### config.mk
export PLATFORM = sky130hd
export DESIGN_NAME = div_seq_ctrl
export DESIGN_NICKNAME = d
export VERILOG_FILES = /design/src/rtl/cpu_pkg.sv /design/src/rtl/div32.sv /design/src/rtl/div_seq_ctrl.sv
export SDC_FILE = /design/constraint.sdc
export NUM_CORES = 2
export LEC_CHECK = 0
export ABC_AREA = 1
export ABC_CLOCK_PERIOD_IN_PS = 146800
export CAP_MARGIN = 30
export CORE_MARGIN = 2
export CORE_UTILIZATION = 65
export DETAILED_ROUTE_END_ITERATION = 6
export PLACE_DENSITY_LB_ADDON = 0.2
export SLEW_MARGIN = 30
export SYNTH_ARGS = -nofsm -noshare
export SYNTH_HDL_FRONTEND = slang
export SYNTH_SLANG_ARGS = --single-unit
### constraint.sdc
create_clock -name clk -period 146.8 [get_ports clk]
set_clock_uncertainty 0.2 [all_clocks]
set_input_delay 14.68 -clock clk [delete_from_list [all_inputs] [get_ports clk]]
set_output_delay 14.68 -clock clk [all_outputs]
set_load 0.01 [all_outputs]
### src/rtl/cpu_pkg.sv
// Shared CPU datapath definitions: data width, divide-sequencer FSM encoding
// and the two's-complement negate helper used by the sign fix-up logic.
package cpu_pkg;

    localparam int DATA_W = 32;
    localparam int CNT_W  = 4;

    typedef enum logic [1:0] {
        IDLE = 2'd0,
        PREP = 2'd1,
        WAIT = 2'd2,
        FIX  = 2'd3
    } div_state_t;

    function automatic logic [DATA_W-1:0] twos_neg(input logic [DATA_W-1:0] x);
        return ~x + DATA_W'(1);
    endfunction

endpackage

### src/rtl/div32.sv
// Combinational 32-bit unsigned restoring divider (d / v -> q, r).
// A zero divisor yields q = all ones and r = d.
module div32
    import cpu_pkg::*;
(
    input  logic [DATA_W-1:0] d_i,
    input  logic [DATA_W-1:0] v_i,
    output logic [DATA_W-1:0] q_o,
    output logic [DATA_W-1:0] r_o
);

    logic [DATA_W:0]   rem;
    logic [DATA_W-1:0] quo;

    // One extra remainder bit so the shifted partial remainder never overflows.
    always_comb begin
        rem = '0;
        quo = '0;
        for (int i = DATA_W - 1; i >= 0; i--) begin
            rem = {rem[DATA_W-1:0], d_i[i]};
            if (rem >= {1'b0, v_i}) begin
                rem    = rem - {1'b0, v_i};
                quo[i] = 1'b1;
            end
        end
    end

    assign q_o = quo;
    assign r_o = rem[DATA_W-1:0];

endmodule

### src/rtl/div_seq_ctrl.sv
// Multi-cycle signed/unsigned divide sequencer around div32, writing HI (remainder) / LO (quotient).
// Optional macro DIV_BYZERO_TRAP_EN: divide-by-zero skips the wait window and pulses div0 instead of updating HI/LO.
module div_seq_ctrl
    import cpu_pkg::*;
#(
    parameter int unsigned DIV_WAIT_CYCLES = 4
)
(
    input  logic              clk,
    input  logic              clr,
    input  logic              start,
    input  logic              signed_op,
    input  logic [DATA_W-1:0] dividend,
    input  logic [DATA_W-1:0] divisor,
    output logic              busy,
    output logic              done,
    output logic [DATA_W-1:0] hi_out,
    output logic [DATA_W-1:0] lo_out
`ifdef DIV_BYZERO_TRAP_EN
    ,
    output logic              div0
`endif
);

    localparam logic [CNT_W-1:0] CNT_LOAD = CNT_W'(DIV_WAIT_CYCLES - 1);

    div_state_t        state_q, state_d;
    logic [CNT_W-1:0]  cnt_q, cnt_d;
    logic [DATA_W-1:0] dvd_q, dvd_d;
    logic [DATA_W-1:0] dvs_q, dvs_d;
    logic              sgn_q, sgn_d;
    logic              dneg_q, dneg_d;
    logic              vneg_q, vneg_d;
    logic [DATA_W-1:0] dmag_q, dmag_d;
    logic [DATA_W-1:0] vmag_q, vmag_d;
    logic [DATA_W-1:0] hi_q, hi_d;
    logic [DATA_W-1:0] lo_q, lo_d;
    logic              busy_q, busy_d;
    logic              done_q, done_d;
`ifdef DIV_BYZERO_TRAP_EN
    logic              zero_q, zero_d;
    logic              div0_q, div0_d;
`endif

    logic [DATA_W-1:0] quo;
    logic [DATA_W-1:0] rem;

    // Magnitude registers stay stable across the whole WAIT window (multicycle path).
    div32 u_div32 (
        .d_i (dmag_q),
        .v_i (vmag_q),
        .q_o (quo),
        .r_o (rem)
    );

    always_comb begin
        state_d = state_q;
        cnt_d   = cnt_q;
        dvd_d   = dvd_q;
        dvs_d   = dvs_q;
        sgn_d   = sgn_q;
        dneg_d  = dneg_q;
        vneg_d  = vneg_q;
        dmag_d  = dmag_q;
        vmag_d  = vmag_q;
        hi_d    = hi_q;
        lo_d    = lo_q;
        busy_d  = (state_q != IDLE);
        done_d  = 1'b0;
`ifdef DIV_BYZERO_TRAP_EN
        zero_d  = zero_q;
        div0_d  = 1'b0;
`endif
        case (state_q)
            IDLE: begin
                if (start) begin
                    dvd_d   = dividend;
                    dvs_d   = divisor;
                    sgn_d   = signed_op;
                    state_d = PREP;
                end
            end
            PREP: begin
                dneg_d  = sgn_q & dvd_q[DATA_W-1];
                vneg_d  = sgn_q & dvs_q[DATA_W-1];
                dmag_d  = dneg_d ? twos_neg(dvd_q) : dvd_q;
                vmag_d  = vneg_d ? twos_neg(dvs_q) : dvs_q;
                cnt_d   = CNT_LOAD;
                state_d = WAIT;
`ifdef DIV_BYZERO_TRAP_EN
                zero_d  = (dvs_q == '0);
                if (zero_d) begin
                    state_d = FIX;
                end
`endif
            end
            WAIT: begin
                if (cnt_q == '0) begin
                    state_d = FIX;
                end else begin
                    cnt_d = cnt_q - CNT_W'(1);
                end
            end
            FIX: begin
                done_d  = 1'b1;
                state_d = IDLE;
`ifdef DIV_BYZERO_TRAP_EN
                if (zero_q) begin
                    div0_d = 1'b1;
                end else begin
                    lo_d = (dneg_q ^ vneg_q) ? twos_neg(quo) : quo;
                    hi_d = dneg_q ? twos_neg(rem) : rem;
                end
`else
                // Quotient sign follows the operand signs; remainder follows the dividend.
                lo_d = (dneg_q ^ vneg_q) ? twos_neg(quo) : quo;
                hi_d = dneg_q ? twos_neg(rem) : rem;
`endif
            end
            default: state_d = IDLE;
        endcase
    end

    always_ff @(posedge clk or posedge clr) begin
        if (clr) begin
            state_q <= IDLE;
            cnt_q   <= '0;
            dvd_q   <= '0;
            dvs_q   <= '0;
            sgn_q   <= 1'b0;
            dneg_q  <= 1'b0;
            vneg_q  <= 1'b0;
            dmag_q  <= '0;
            vmag_q  <= '0;
            hi_q    <= '0;
            lo_q    <= '0;
            busy_q  <= 1'b0;
            done_q  <= 1'b0;
`ifdef DIV_BYZERO_TRAP_EN
            zero_q  <= 1'b0;
            div0_q  <= 1'b0;
`endif
        end else begin
            state_q <= state_d;
            cnt_q   <= cnt_d;
            dvd_q   <= dvd_d;
            dvs_q   <= dvs_d;
            sgn_q   <= sgn_d;
            dneg_q  <= dneg_d;
            vneg_q  <= vneg_d;
            dmag_q  <= dmag_d;
            vmag_q  <= vmag_d;
            hi_q    <= hi_d;
            lo_q    <= lo_d;
            busy_q  <= busy_d;
            done_q  <= done_d;
`ifdef DIV_BYZERO_TRAP_EN
            zero_q  <= zero_d;
            div0_q  <= div0_d;
`endif
        end
    end

    assign busy   = busy_q;
    assign done   = done_q;
    assign hi_out = hi_q;
    assign lo_out = lo_q;
`ifdef DIV_BYZERO_TRAP_EN
    assign div0   = div0_q;
`endif

endmodule
==> run_results.csv <==
group,metric,value,unit
outcome,status,"finished, final reports clean",
global_routing,grt_max_degree,111,
detailed_routing,wl,243,mm
clock_network,clockBufferDepth,3,
timing,tightest_slew,1060,ps
min_path,hp-class,"reg -> reg",
detailed_routing,final_antenna_net_count,0,
placed_design,port-buffer-count,133,
clock_network,insertion_delay,590,ps
finish,seq_area,5080,um^2
clock_network,clockRootBuffer,"clkbuf_16",
placed_design,dp_hpwl,185,mm
finish,multiInputGateArea,55600,um^2
synth,synthesis.nets,11600,
setup_path,crit_fanout,47,
finish,n_fill_cell,9380,
setup_path,cp_slowest_cell,"a2111oi_0",
timing,worst_hold_slack,285,ps
setup_path,cp.buffers_inverters,59,
global_routing,antenna_found_initial,3,
timing,slew_headroom,0.284,
clock_network,cts_made_buffers,23,
setup_path,worst_setup_path_start_kind,"flip-flop",
global_routing,grt_usage,0.437,
floorplanning,start_util,0.655,
timing,clock.fmax,0.00750,GHz
floorplanning,ioPinCount,134,
clock_network,clock_sinks,203,
detailed_routing,dr_total_vias,73900,
setup_path,crit_family,"compound AO/OA/AOI/OAI gates",
clock_network,cts_tree,"built",
setup_path,slowest_delay,630,ps
global_routing,grt_overflow,0,
flow_run,cap_viol_max_count,0,
floorplanning,die_height,324,um
clock_network,clkTransAtPathRegs,70,ps
placed_design,gp_congestion,1.04,
synth,yosysWarnings,0,
global_routing,grt_pass1_wl,363,mm
setup_path,crit_top_cell,"nand2_1",
finish,drive_above_1_share,0.0631,
detailed_routing,drcViolationCount,0,
floorplanning,die_w,324,um
finish,nets,11700,
clock_network,ctsHoldBuffers,0,
detailed_routing,first_pass_iters,6,
synth,synth-seq-cells,203,
synth,seq_area_frac_synth,0.0763,
finish,layout_common_cells,"nand2_1 (2,646), inv_1 (1,200), a21oi_1 (1,026)",
synth,synth_edf_count,0,
detailed_routing,viasPerCell,6.17,
setup_path,cp.arrival,133520,ps
timing,min_period,133260,ps
floorplanning,num_rows,117,
setup_path,crit_type,"reg -> reg",
finish,area_delta_synth_final,5.48,%
setup_path,required,147060,ps
finish,final_common_cell,"nand2_1",
synth,synthArstFlopShare,1.00,
detailed_routing,drt_iter0_markers,6932,
setup_path,cp-end-kind,"flip-flop",
synth,syn-cell-area,66600,um^2
global_routing,grt_pass1_vias,67000,
detailed_routing,wl_per_cell,20.3,um
timing,setup_violations,0,
synth,syn_avg_cell_area,6.32,um^2
synth,netlist_instances,10500,
synth,synth_cell_types,79,
timing,fin_crit_sh,0.908,
clock_network,htreeDepth,1,
timing,hold_violations,0,
floorplanning,dieArea,105000,um^2
synth,synthFlopType,"dfrtp_1",
timing,drv_slew,0,
floorplanning,core_area,102000,um^2
cells in the mapped netlist (18+ instances only):
library cell | n | area (um^2)
nand3_2 | 44 | 440
buf_6 | 32 | 360
nor3_1 | 83 | 415
nand4_1 | 81 | 507
nor2_4 | 43 | 484
or2_2 | 24 | 150
clkbuf_1 | 144 | 541
ha_1 | 1004 | 12600
o21ai_1 | 112 | 561
nor4_1 | 58 | 363
inv_2 | 36 | 135
a21boi_0 | 41 | 308
nand3_4 | 18 | 315
nor2_1 | 466 | 1750
inv_1 | 1235 | 4640
o211ai_1 | 19 | 143
mux2_2 | 39 | 439
nand2_4 | 61 | 687
xnor2_1 | 533 | 4670
o21ai_0 | 998 | 4990
a221o_1 | 62 | 621
dfrtp_1 | 203 | 5080
o21a_1 | 19 | 143
fa_1 | 31 | 621
a31oi_1 | 79 | 494
a21oi_1 | 1027 | 5140
nand3_1 | 489 | 2450
o21bai_1 | 54 | 405
nand2_1 | 2647 | 9940
a21o_1 | 46 | 345
nor2_2 | 36 | 225
nand2_2 | 88 | 551
xor2_1 | 470 | 4120
a211oi_1 | 20 | 150
flip-flops by register name, indices dropped and copies added, names as in the netlist:
signal / flops
dneg_q: 1
vmag_q: 32
sgn_q: 1
done: 1
busy: 1
dvd_q: 32
dmag_q: 32
hi_out: 32
vneg_q: 1
state_q: 2
dvs_q: 32
lo_out: 32
cnt_q: 4
logic make-up (layout without fill, tap and decap cells):
| logic type | after synthesis | in the layout | synth area share |
|---|---|---|---|
| adders and majority gates | 1035 | 1035 | 0.198 |
| DFF | 203 | 203 | 0.0763 |
| AOI/OAI and AO/OA | 2560 | 2560 | 0.211 |
| and+or+nand+nor | 4169 | 4205 | 0.279 |
| muxes | 41 | 41 | 0.00689 |
| buffers and inverters | 1533 | 1554 | 0.0968 |
| other | 0 | 3 | 0 |
| xor gates and xnor gates | 1003 | 1003 | 0.132 |
area by class of cell:
cell class | count | area share
Clock buffer | 29 | 0.00865
Multi-Input combinational cell | 8844 | 0.792
Sequential cell | 203 | 0.0724
Tap cell | 1368 | 0.0244
Timing Repair Buffer | 219 | 0.0289
Inverter | 1294 | 0.0715
Clock inverter | 12 | 0.00212
Antenna cell | 3 | 0.000107
routing by layer:
layer	vias up	GRT usage	wire length, um
met1	33500	0.523	93200
met5	-	0	27
met3	1103	0.0690	23300
met4	4	0.340	22200
li1	35600	-	-
met2	3677	0.698	104000
what timing repair did:
item                       CTS  global route
setup endpoints to repair    0            64
setup buffers                0            24
resized for setup            0           125
metrics by stage:
stage	utilization	TNS, ps	setup WS [ps]	std cells	cell area (um^2)
after floorplan	-	0	18880	10500	66600
after global placement	0.675	0	8640	11900	68600
after detailed placement	0.675	0	3450	11900	68600
after CTS	0.682	0	3110	11900	69400
after global routing	0.691	-947	-194	12000	70300
final	0.691	0	13540	12000	70300
path summary, 6_finish.rpt:
| path | start | to | slack (ps) | cells after the start |
|---|---|---|---|---|
| worst max register to register | vmag_q[0] | lo_out[28] | 13540 | 918 |
| min in group asynchronous | clr | dvs_q[27] | 14390 | 2 |
| max in group asynchronous | clr | hi_out[13] | 130170 | 4 |
| worst min-delay path | lo_out[3] | lo_out[3] | 290 | 2 |
| worst min register to register | lo_out[3] | lo_out[3] | 290 | 2 |
| worst max-delay path | vmag_q[0] | lo_out[28] | 13540 | 863 |
worst register-to-register path: cells and delay by family, from the launching register on:
kind / cells / cell delay (ps)
fa+ha+maj: 34 / 11710
flops: 1 / 420
simple gates: 456 / 45920
buf+inv: 64 / 8070
xor+xnor: 3 / 440
compound gates: 361 / 66540
Power is left out: the tool's default activity adds up to more than one toggle a clock period on the data nets, which glitch-free logic cannot reach.
